`src/rtl/pbtn_event_arbiter_pkg.sv`:
```
// Shared types for the pushbutton event arbiter.
//   btn_state_t : per-button press/hold/repeat state
//   evt_t       : one queued event {button id, auto-repeat flag}
//   MS_TOP      : top count of the 1 ms tick divider
package pbtn_evt_pkg;

    typedef enum logic [1:0] {
        IDLE   = 2'd0,
        HOLD   = 2'd1,
        REPEAT = 2'd2
    } btn_state_t;

    // 'repeat' is a keyword, so the auto-repeat flag is called rpt.
    typedef struct packed {
        logic [2:0] id;
        logic       rpt;
    } evt_t;

    function automatic int MS_TOP(input int clk_hz, input int simulate, input int sim_cnt);
        return (simulate != 0) ? sim_cnt : (clk_hz / 1000) - 1;
    endfunction

endpackage

```
`src/rtl/pbtn_event_arbiter_if.sv`:
```
// Event handshake between the arbiter (master) and its single consumer (slave).
//   evt_valid  : head event present
//   evt_ready  : consumer takes the head event this cycle
//   evt_id     : button index of the head event
//   evt_repeat : head event is an auto-repeat
interface pbtn_event_arbiter_if;
    logic       evt_valid;
    logic       evt_ready;
    logic [2:0] evt_id;
    logic       evt_repeat;

    modport master (output evt_valid, output evt_id, output evt_repeat, input evt_ready);
    modport slave  (input evt_valid, input evt_id, input evt_repeat, output evt_ready);
endinterface

```
`src/rtl/pbtn_event_arbiter_evt_fifo.sv`:
```
// Synchronous first-word-fall-through FIFO of evt_t.
//   push/din   : write when not full (or when full and popping the same cycle)
//   pop        : drop the head entry; ignored when empty
//   dout       : head entry, valid whenever empty=0
//   empty/full : occupancy flags
module evt_fifo
    import pbtn_evt_pkg::*;
#(
    parameter int DEPTH = 4
) (
    input  logic clk,
    input  logic reset,
    input  logic push,
    input  evt_t din,
    input  logic pop,
    output evt_t dout,
    output logic empty,
    output logic full
);
    localparam int AW = $clog2(DEPTH);

    evt_t          mem [DEPTH];
    logic [AW-1:0] wr_ptr, rd_ptr;
    logic [AW:0]   count;
    logic          do_push, do_pop;

    assign empty   = (count == '0);
    assign full    = (count == (AW+1)'(DEPTH));
    assign do_pop  = pop && !empty;
    // When full, a same-cycle pop frees the slot being written.
    assign do_push = push && (!full || do_pop);
    assign dout    = mem[rd_ptr];

    always_ff @(posedge clk) begin
        if (do_push) mem[wr_ptr] <= din;
    end

    always_ff @(posedge clk) begin
        if (reset) begin
            wr_ptr <= '0;
            rd_ptr <= '0;
            count  <= '0;
        end else begin
            if (do_push) wr_ptr <= wr_ptr + 1'b1;
            if (do_pop)  rd_ptr <= rd_ptr + 1'b1;
            case ({do_push, do_pop})
                2'b10:   count <= count + 1'b1;
                2'b01:   count <= count - 1'b1;
                default: count <= count;
            endcase
        end
    end
endmodule

```
`src/rtl/pbtn_event_arbiter.sv`:
```
// Pushbutton event arbiter: turns debounced button levels into press and
// auto-repeat events, arbitrates them round-robin into an event FIFO and
// presents them to one consumer.
//   clk, reset   : clock, synchronous active-high reset
//   pbtn_db      : debounced button levels, bit i = button i
//   evt          : event handshake (master side)
//   evt_overflow : sticky, an event was coalesced away
//   pending      : per-button request latches
// Build option: PBTN_AUTOREPEAT_EN enables hold/auto-repeat events; without
// it only press events exist and evt_repeat is always 0.
module pbtn_event_arbiter
    import pbtn_evt_pkg::*;
#(
    parameter int CLK_FREQUENCY_HZ  = 100000000,
    parameter int NUM_BTNS          = 5,
    parameter int HOLD_DELAY_MS     = 500,
    parameter int REPEAT_MS         = 100,
    parameter int FIFO_DEPTH        = 4,
    parameter int CNTR_WIDTH        = 32,
    parameter int SIMULATE          = 0,
    parameter int SIMULATE_TICK_CNT = 5
) (
    input  logic                  clk,
    input  logic                  reset,
    input  logic [NUM_BTNS-1:0]   pbtn_db,
    pbtn_event_arbiter_if.master  evt,
    output logic                  evt_overflow,
    output logic [NUM_BTNS-1:0]   pending
);
`ifdef PBTN_AUTOREPEAT_EN
    localparam logic REP_EN = 1'b1;
`else
    localparam logic REP_EN = 1'b0;
`endif

    logic [NUM_BTNS-1:0] pbtn_q, armed, rise;
    logic [NUM_BTNS-1:0] req_pls, req_rep;
    logic [NUM_BTNS-1:0] latch_req, latch_rep, gnt_vec;
    logic                gnt_vld, hi_vld, lo_vld, empty, full;
    logic [2:0]          gid, hi_id, lo_id, last_grant;
    evt_t                push_evt, head;

    // armed blocks a button that was already down when reset released:
    // it must be seen low once before a rising edge counts.
    always_ff @(posedge clk) begin
        if (reset) begin
            pbtn_q <= '0;
            armed  <= '0;
        end else begin
            pbtn_q <= pbtn_db;
            armed  <= armed | ~pbtn_db;
        end
    end
    assign rise = pbtn_db & ~pbtn_q & armed;

`ifdef PBTN_AUTOREPEAT_EN
    localparam int TICK_TOP = MS_TOP(CLK_FREQUENCY_HZ, SIMULATE, SIMULATE_TICK_CNT);
    localparam int MS_MAX   = (HOLD_DELAY_MS > REPEAT_MS) ? HOLD_DELAY_MS : REPEAT_MS;
    localparam int MS_W     = (MS_MAX < 1) ? 1 : $clog2(MS_MAX + 1);

    logic [CNTR_WIDTH-1:0] div_cnt;
    logic                  tick;

    assign tick = (div_cnt == CNTR_WIDTH'(TICK_TOP));

    always_ff @(posedge clk) begin
        if (reset) div_cnt <= '0;
        else       div_cnt <= tick ? '0 : div_cnt + 1'b1;
    end

    for (genvar i = 0; i < NUM_BTNS; i++) begin : g_btn
        btn_state_t      st;
        logic [MS_W-1:0] cnt;
        logic            req_p, req_r;

        always_ff @(posedge clk) begin
            if (reset) begin
                st    <= IDLE;
                cnt   <= '0;
                req_p <= 1'b0;
                req_r <= 1'b0;
            end else begin
                req_p <= 1'b0;
                req_r <= 1'b0;
                if (!pbtn_db[i]) begin
                    st  <= IDLE;
                    cnt <= '0;
                end else begin
                    case (st)
                        IDLE: if (rise[i]) begin
                            st    <= HOLD;
                            cnt   <= '0;
                            req_p <= 1'b1;
                        end
                        HOLD: if (tick) begin
                            if (cnt == MS_W'(HOLD_DELAY_MS - 1)) begin
                                st    <= REPEAT;
                                cnt   <= '0;
                                req_p <= 1'b1;
                                req_r <= 1'b1;
                            end else cnt <= cnt + 1'b1;
                        end
                        REPEAT: if (tick) begin
                            if (cnt == MS_W'(REPEAT_MS - 1)) begin
                                cnt   <= '0;
                                req_p <= 1'b1;
                                req_r <= 1'b1;
                            end else cnt <= cnt + 1'b1;
                        end
                        default: st <= IDLE;
                    endcase
                end
            end
        end
        assign req_pls[i] = req_p;
        assign req_rep[i] = req_r;
    end
`else
    localparam int unused_cfg = MS_TOP(CLK_FREQUENCY_HZ, SIMULATE, SIMULATE_TICK_CNT)
                              + HOLD_DELAY_MS + REPEAT_MS + CNTR_WIDTH;

    for (genvar i = 0; i < NUM_BTNS; i++) begin : g_btn
        btn_state_t st;
        logic       req_p;

        always_ff @(posedge clk) begin
            if (reset) begin
                st    <= IDLE;
                req_p <= 1'b0;
            end else begin
                req_p <= 1'b0;
                if (!pbtn_db[i]) st <= IDLE;
                else if (st == IDLE && rise[i]) begin
                    st    <= HOLD;
                    req_p <= 1'b1;
                end
            end
        end
        assign req_pls[i] = req_p;
        assign req_rep[i] = 1'b0;
    end
`endif

    // Round-robin: first request above last_grant, else lowest request.
    always_comb begin
        hi_vld = 1'b0;
        hi_id  = '0;
        lo_vld = 1'b0;
        lo_id  = '0;
        for (int j = NUM_BTNS - 1; j >= 0; j--) begin
            if (latch_req[j]) begin
                lo_vld = 1'b1;
                lo_id  = 3'(j);
                if (3'(j) > last_grant) begin
                    hi_vld = 1'b1;
                    hi_id  = 3'(j);
                end
            end
        end
        gnt_vld = (hi_vld || lo_vld) && !full;
        gid     = hi_vld ? hi_id : lo_id;
    end

    always_comb begin
        gnt_vec = '0;
        for (int i = 0; i < NUM_BTNS; i++) gnt_vec[i] = gnt_vld && (gid == 3'(i));
    end

    assign push_evt = '{id: gid, rpt: |(latch_rep & gnt_vec)};

    // A request landing on a still-set, ungranted latch merges into it; the
    // earlier event is lost, so flag overflow. A request arriving with a grant
    // simply reloads the latch.
    always_ff @(posedge clk) begin
        if (reset) begin
            latch_req    <= '0;
            latch_rep    <= '0;
            evt_overflow <= 1'b0;
            last_grant   <= 3'(NUM_BTNS - 1);
        end else begin
            for (int i = 0; i < NUM_BTNS; i++) begin
                if (req_pls[i]) begin
                    latch_req[i] <= 1'b1;
                    if (latch_req[i] && !gnt_vec[i]) begin
                        latch_rep[i] <= REP_EN;
                        evt_overflow <= 1'b1;
                    end else begin
                        latch_rep[i] <= req_rep[i];
                    end
                end else if (gnt_vec[i]) begin
                    latch_req[i] <= 1'b0;
                    latch_rep[i] <= 1'b0;
                end
            end
            if (gnt_vld) last_grant <= gid;
        end
    end

    evt_fifo #(.DEPTH(FIFO_DEPTH)) u_fifo (
        .clk   (clk),
        .reset (reset),
        .push  (gnt_vld),
        .din   (push_evt),
        .pop   (!empty && evt.evt_ready),
        .dout  (head),
        .empty (empty),
        .full  (full)
    );

    // FIFO storage is not reset, so gate the head fields with empty.
    assign evt.evt_valid  = !empty;
    assign evt.evt_id     = empty ? 3'd0 : head.id;
    assign evt.evt_repeat = !empty && head.rpt;
    assign pending        = latch_req;
endmodule

```
`src/flat_wrapper.sv`:
```
// flat-port wrapper written by rule: the top's interface ports become plain ports
module pbtn_event_arbiter_flat import pbtn_evt_pkg::*;
#(
    parameter int CLK_FREQUENCY_HZ  = 100000000,
    parameter int NUM_BTNS          = 5,
    parameter int HOLD_DELAY_MS     = 500,
    parameter int REPEAT_MS         = 100,
    parameter int FIFO_DEPTH        = 4,
    parameter int CNTR_WIDTH        = 32,
    parameter int SIMULATE          = 0,
    parameter int SIMULATE_TICK_CNT = 5
)
  (clk, reset, pbtn_db, evt_overflow, pending, evt_evt_valid, evt_evt_id, evt_evt_repeat, evt_evt_ready);
  pbtn_event_arbiter_if evt_i ();
  input  logic clk;
  input  logic reset;
  input  logic [NUM_BTNS-1:0] pbtn_db;
  output logic evt_overflow;
  output logic [NUM_BTNS-1:0] pending;
  output wire logic [$bits(evt_i.evt_valid)-1:0] evt_evt_valid;
  output wire logic [$bits(evt_i.evt_id)-1:0] evt_evt_id;
  output wire logic [$bits(evt_i.evt_repeat)-1:0] evt_evt_repeat;
  input wire logic [$bits(evt_i.evt_ready)-1:0] evt_evt_ready;
  assign evt_evt_valid = evt_i.evt_valid;
  assign evt_evt_id = evt_i.evt_id;
  assign evt_evt_repeat = evt_i.evt_repeat;
  assign evt_i.evt_ready = evt_evt_ready;
  pbtn_event_arbiter #(.CLK_FREQUENCY_HZ(CLK_FREQUENCY_HZ), .NUM_BTNS(NUM_BTNS), .HOLD_DELAY_MS(HOLD_DELAY_MS), .REPEAT_MS(REPEAT_MS), .FIFO_DEPTH(FIFO_DEPTH), .CNTR_WIDTH(CNTR_WIDTH), .SIMULATE(SIMULATE), .SIMULATE_TICK_CNT(SIMULATE_TICK_CNT)) u_core (.clk(clk), .reset(reset), .pbtn_db(pbtn_db), .evt(evt_i), .evt_overflow(evt_overflow), .pending(pending));
endmodule
```
`config.mk`:
```
export PLATFORM = sky130hd
export DESIGN_NAME = pbtn_event_arbiter_flat
export DESIGN_NICKNAME = d
export VERILOG_FILES = /design/src/rtl/pbtn_event_arbiter_pkg.sv /design/src/rtl/pbtn_event_arbiter_if.sv /design/src/rtl/pbtn_event_arbiter_evt_fifo.sv /design/src/rtl/pbtn_event_arbiter.sv /design/src/flat_wrapper.sv
export SDC_FILE = /design/constraint.sdc
export NUM_CORES = 1
export LEC_CHECK = 0
export BUFFER_PORTS_ARGS = -buffer_cell sky130_fd_sc_hd__buf_2
export CORE_ASPECT_RATIO = 0.8
export CORE_MARGIN = 4
export CORE_UTILIZATION = 40
export CTS_BUF_LIST = sky130_fd_sc_hd__clkbuf_16
export DETAILED_ROUTE_END_ITERATION = 6
export GPL_TIMING_DRIVEN = 0
export SLEW_MARGIN = 40
export SYNTH_ARGS = -nofsm -noshare
export SYNTH_HDL_FRONTEND = slang
export SYNTH_HIERARCHICAL = 1
export SYNTH_SLANG_ARGS = --single-unit
```
`constraint.sdc`:
```
create_clock -name clk -period 6.5 [get_ports clk]
set_input_delay 1.95 -clock clk [delete_from_list [all_inputs] [get_ports clk]]
set_output_delay 1.95 -clock clk [all_outputs]
set_load 0.005 [all_outputs]
```
Yosys cells after proc, flatten, opt, wreduce, memory -nomap -nowiden
Memories as Yosys holds them, arrays and structs flattened. A register that Yosys moved wholly into a read port is not among the register bits.
Index checks and enable logic that the tools add are counted.
{"block": "classes", "add_sub_neg": 4, "eq_ne": 7, "reduce_logical": 47, "mux": 63, "bitwise": 10, "magnitude_cmp": 5}
{"cell": "$mux 3", "count": 17}
{"cell": "$mux 1", "count": 43}
{"cell": "$logic_and 1x1->1", "count": 19}
{"cell": "$reduce_bool 2->1", "count": 6}
{"cell": "$and 5x5->5", "count": 2}
{"cell": "$logic_not 2->1", "count": 5}
{"cell": "$not 5->5", "count": 2}
{"cell": "$reduce_or 2->1", "count": 5}
{"cell": "$logic_not 1->1", "count": 7}
{"cell": "$eq 3x2->1 const B", "count": 2}
{"cell": "$eq 3x3->1 const B", "count": 2}
{"cell": "$gt 1x3->1 const A", "count": 2}
{"cell": "$gt 2x3->1 const A", "count": 2}
{"cell": "$logic_not 3->1", "count": 2}
{"cell": "$pmux 3 s2", "count": 1}
{"cell": "$not 1->1", "count": 5}
{"cell": "$or 5x5->5", "count": 1}
{"cell": "$add 2x1->2 const B", "count": 2}
{"cell": "$mux 2", "count": 2}
{"cell": "$add 3x1->3 const B", "count": 1}
{"cell": "$eq 3x1->1 const B", "count": 1}
{"cell": "$gt 3x3->1 const A", "count": 1}
{"cell": "$sub 3x1->3 const B", "count": 1}
{"cell": "$eq 2x1->1 const B", "count": 1}
{"cell": "other kinds (3)", "count": 4}
{"block": "word_totals", "register_bits": 36, "output_inout_bits": 11, "ramBits": 12, "wordCells": 159, "mem_count": 1}
{"memory": "u_core.u_fifo.mem", "words": 4, "width": 3, "read_ports": 1, "rd_ports_with_merged_regs": 1, "write_ports": 1, "line": "pbtn_event_arbiter_evt_fifo.sv:22", "text": "evt_t mem [DEPTH];"}

Longest topological paths before layout
{"block": "logic_depth", "word_depth": 27, "ltp_mapped": 12}

Cells and area by module
The synthesis kept the hierarchy.
{"mod": "pbtn_event_arbiter", "seq_area_each_um2": 580.6, "cells_per_inst": 146, "area_per_inst_um2": 1257.5, "instances": 1}
{"mod": "evt_fifo", "seq_area_each_um2": 660.6, "cells_per_inst": 74, "area_per_inst_um2": 1066.0, "instances": 1}

Worst setup path after synthesis
Ideal clock, no wire load.
{"block": "synth_timing", "path_kind": "in2reg", "startpoint": "input evt_evt_ready", "endpoint": "register u_core.u_fifo.count[2]", "setup_time_ns": 0.070, "path_stages": 10, "n_path_buf": 0, "arrival_time_ns": 3.581, "path_slack_ns": 2.848, "path_cell_list": "nor2b_1 inv_1 a21boi_2 inv_1 ha_1 inv_1 fa_1 xor2_1 or3_2 a21oi_1"}
{"block": "synth_between", "elab_chain_cells": 6, "elab_cells_between_ends": 8}
{"item": "from (decl)", "line": "flat_wrapper.sv:23", "text": "input wire logic [$bits(evt_i.evt_ready)-1:0] evt_evt_ready;"}
{"item": "$logic_and 1x1->1 *", "line": "pbtn_event_arbiter.sv:204", "text": ".pop (!empty && evt.evt_ready),"}
{"item": "$logic_and 1x1->1 *", "line": "pbtn_event_arbiter_evt_fifo.sv:29", "text": "assign do_pop = pop && !empty;"}
{"item": "$logic_or 1x1->1", "line": "pbtn_event_arbiter_evt_fifo.sv:31", "text": "assign do_push = push && (!full || do_pop);"}
{"item": "$logic_and 1x1->1", "line": "pbtn_event_arbiter_evt_fifo.sv:31"}
{"item": "$eq 2x1->1 or $eq 2x2->1 (tied branches)", "line": "pbtn_event_arbiter_evt_fifo.sv:46", "text": "case ({do_push, do_pop})"}
{"item": "$pmux 3 s2 or $reduce_bool 2->1 (tied branches)"}
{"item": "to (signal assigned)", "line": "pbtn_event_arbiter_evt_fifo.sv:47", "text": "2'b10: count <= count + 1'b1;"}
{"item": "to (signal assigned)", "line": "pbtn_event_arbiter_evt_fifo.sv:48", "text": "2'b01: count <= count - 1'b1;"}
{"item": "to (signal assigned)", "line": "pbtn_event_arbiter_evt_fifo.sv:49", "text": "default: count <= count;"}
{"item": "to (decl)", "line": "pbtn_event_arbiter_evt_fifo.sv:24", "text": "logic [AW:0] count;"}
Every way passes the cells marked *; elsewhere a longest branch is shown, timed or not.
A chain may end at the register's enable or synchronous reset.

Final worst setup path
Same ends and word-level chain as after synthesis.

==> metrics.md <==
| Metric | Value |
|---|---|
| Status | `completed` |
| Core ar. | `0.00553 mm2` |
| Maximum clock rate | `277 MHz` |
| Worst-Skew Late Latency | `290 ps` |
| Synth area leader | `dfxtp_1` |
| Asr flop ratio synth | `0%` |
| Die Wd | `93.2 um` |
| Layout cell share with drive strength beyond 1 | `20.5%` |
| WL met3 | `101 um` |
| # rows | `24` |
| DRC viols | `0` |
| Pins Over Slew Limit | `0` |
| Final Setup Violations | `0` |
| GPL Wtd Cong | `0.848` |
| Global-route wire length before repair | `6990 um` |
| Netlist Area Pre-Place | `0.00232 mm2` |
| Mapped Cells | `220` |
| Initial drt markers | `83` |
| Hold_sp | `u_core/pbtn_q[3]` |
| CTS tree | `yes` |
| Flops & latches, synth | `54` |
| RSZ-0062 raised after global routing | `false` |
| Worst Setup End Kind | `register` |
| Post-DP HPWL | `3040 um` |
| Crit path time final | `3620 ps` |
| Area grow syn2layout | `15.1%` |
| Full die area | `0.00710 mm2` |
| Hold Worst Slack | `419 ps` |
| Largest net degree at the start of global routing | `18` |
| Fillers | `554` |
| Final core area utilization | `48.4%` |
| DRT Pass-1 Iters | `4` |
| Hold buffers post-CTS | `0` |
| Detail Route Antenna Nets | `0` |
| CTS HTree Levels | `2` |
| Worst VDD drop | `0.0965 mV` |
| Critical Path AT | `3830 ps` |
| Synth area leaders | `dfxtp_1 33%, edfxtp_1 21%, inv_1 5.0%, a21oi_1 4.3%, mux4_2 3.9%` |
| Number of synthesized flops with an enable pin | `16` |
| DIE HEIGHT | `76.2 um` |
| Antenna violations before repair | `0` |
| Global Route Usage Sum | `12.3%` |
| Placed Instances | `319` |
| Setup TNS | `0 ps` |
| Sequential area share after synthesis | `53.4%` |
| Yosys warns | `6` |
| Maximum clock path buffer count | `2` |
| Highest metal used | `met4` |
| NumNets Final | `262` |
| Setup Fix Bufs, Post-CTS | `0` |
| Initial Utilization | `42.1%` |
| Crit. Startpoint | `evt_evt_ready` |
| Post-DR vias/cell | `4.71` |
| Top FF cell, synth | `dfxtp_1` |
| Library cells used by synthesis | `50` |
| Avg Cell Area, Syn | `10.6 um2` |
| Worst flop-to-flop path startpoint | `u_core/pending[2]` |
| PwrDens | `282 mW/mm2` |
| Design Area, Final | `0.00267 mm2` |
| Slew @ Worst Pin | `519 ps` |
| DR WL/cell | `12.5 um` |
| Drt total wl | `4070 um` |
| Top Ports | `19` |
| # resized after CTS | `0` |
| Overflow after GRT | `0` |
| Startpoint Class | `input port` |
| Num CTS Buffers | `5` |
| Lkg Pwr | `1.07 nW` |
| Final Cycle Share | `55.6%` |
| Highest net fanout along the worst path | `7` |
| Max-cap viol count | `0` |
| WS Path Type | `in2reg` |
| Yosys top cell area share | `32.7%` |
| Reg clk slew, reported paths | `70 ps` |
| Diode count | `0` |
| Post-synth top cells | `38 x dfxtp_1, 31 x inv_1, 23 x nor2_1, 20 x a21oi_1, 16 x edfxtp_1` |
| Vias in the first global route | `1461` |
| Met2 Wirelength | `1710 um` |
| Layout Skew | `5.83 ps` |
| Met1 wire length | `2220 um` |
| # port buffers | `18` |
| Hold crit path type | `reg2reg` |
| Count leader, synth | `dfxtp_1` |
| Hold Fails Final Rpt | `0` |
| Non-filler cells in the finished layout | `327` |
| Root buf cell | `clkbuf_16` |
| Worst path required time | `6710 ps` |
| Slew Limit Headroom | `65.2%` |
| Via count | `1539` |
| Post-Place Cell Area | `0.00253 mm2` |
| CTS Sinks | `54` |
## critical path, cell delays in order
cell      delay (ps)
buf_2             70
nor2b_1          220
inv_1             80
a21boi_2         320
inv_1             80
ha_1             240
inv_1             70
fa_1             170
xor2_1            70
or3_2            400
a21oi_1          150
## final timing paths
kind	endpoint	slack [ps]	depth (start not counted)
worst max register to register	u_core/u_fifo/count[2]	3480	12
worst min register to register	u_core/g_btn[3].req_p	420	1
worst min-delay path	u_core/g_btn[3].req_p	420	1
worst max-delay path	u_core/u_fifo/count[2]	2880	11
## report_power, final
| group | internal, mW | leakage [nW] | switching (mW) |
|---|---|---|---|
| Combinational | 0.0497 | 0.532 | 0.0615 |
| Sequential | 0.369 | 0.461 | 0.0164 |
| Clock | 0.143 | 0.0756 | 0.115 |
## state kept, by name (all words and copies together), names as in the netlist, named ones only
| name | count |
|---|---|
| u_core/u_fifo/mem | 16 |
| u_core/armed | 5 |
| u_core/g_btn.req_p | 5 |
| u_core/g_btn.st | 5 |
| u_core/pbtn_q | 5 |
| u_core/pending | 5 |
| u_core/last_grant | 3 |
| u_core/u_fifo/count | 3 |
| u_core/u_fifo/rd_ptr | 2 |
| u_core/u_fifo/wr_ptr | 2 |
| u_core/evt_overflow | 1 |
## routing by layer
metal	up-vias	global-route usage [%]
li1	801	-
met5	-	0
met2	24	17.6
met4	0	4.39
met1	712	18.1
met3	2	2.67
## area by class of cell
cell class / count / area (um2) / area share (%)
buffer: 5 / 37.5 / 1.40
clock buffer: 5 / 125 / 4.68
clock inverter: 3 / 21.3 / 0.796
inverter: 32 / 120 / 4.49
multi-input combinational: 132 / 941 / 35.2
sequential: 54 / 1240 / 46.4
tap: 78 / 97.6 / 3.65
timing repair buffer: 18 / 90.1 / 3.37
## cell usage in the layout (no fill, tap or decap), types with 2 or more instances in the layout
cell / Yosys / layout
or3_1: 2 / 2
buf_2: 0 / 18
xor2_1: 3 / 3
o21a_1: 3 / 3
nor2b_1: 6 / 6
a211oi_1: 3 / 3
o21ai_0: 8 / 8
nor4_1: 5 / 5
buf_6: 2 / 2
nand2b_1: 3 / 3
inv_1: 31 / 32
conb_1: 1 / 4
o21bai_2: 2 / 2
clkbuf_16: 0 / 5
nand2_1: 8 / 8
dfxtp_1: 38 / 38
clkbuf_1: 2 / 2
mux4_2: 4 / 4
and2_2: 4 / 4
or4_4: 2 / 2
a21oi_1: 20 / 20
edfxtp_1: 16 / 16
ha_1: 5 / 5
o31ai_1: 2 / 2
nor2_1: 23 / 23
## through the flow
stage / worst slack [ps] / power [mW]
2_1_floorplan: 2850 / 0.470
3_3_place_gp: 2610 / 0.503
3_5_place_dp: 2570 / 0.506
4_1_cts: 2860 / 0.764
5_1_grt: 2670 / 0.796
6_report: 2880 / 0.755
## kinds of logic (layout without fill, tap and decap cells)
kind of cell | Yosys count | in the layout | share of synthesized area, %
xor gates and xnor gates | 3 | 3 | 1.13
buffers and inverters | 37 | 63 | 6.79
AOI/OAI and AO/OA | 50 | 50 | 15.0
and+or+nand+nor | 62 | 62 | 14.5
muxes | 7 | 7 | 5.44
other | 1 | 4 | 0.161
adders and majority gates | 6 | 6 | 3.55
DFF | 54 | 54 | 53.4
Power figures use the tool's default switching activity.
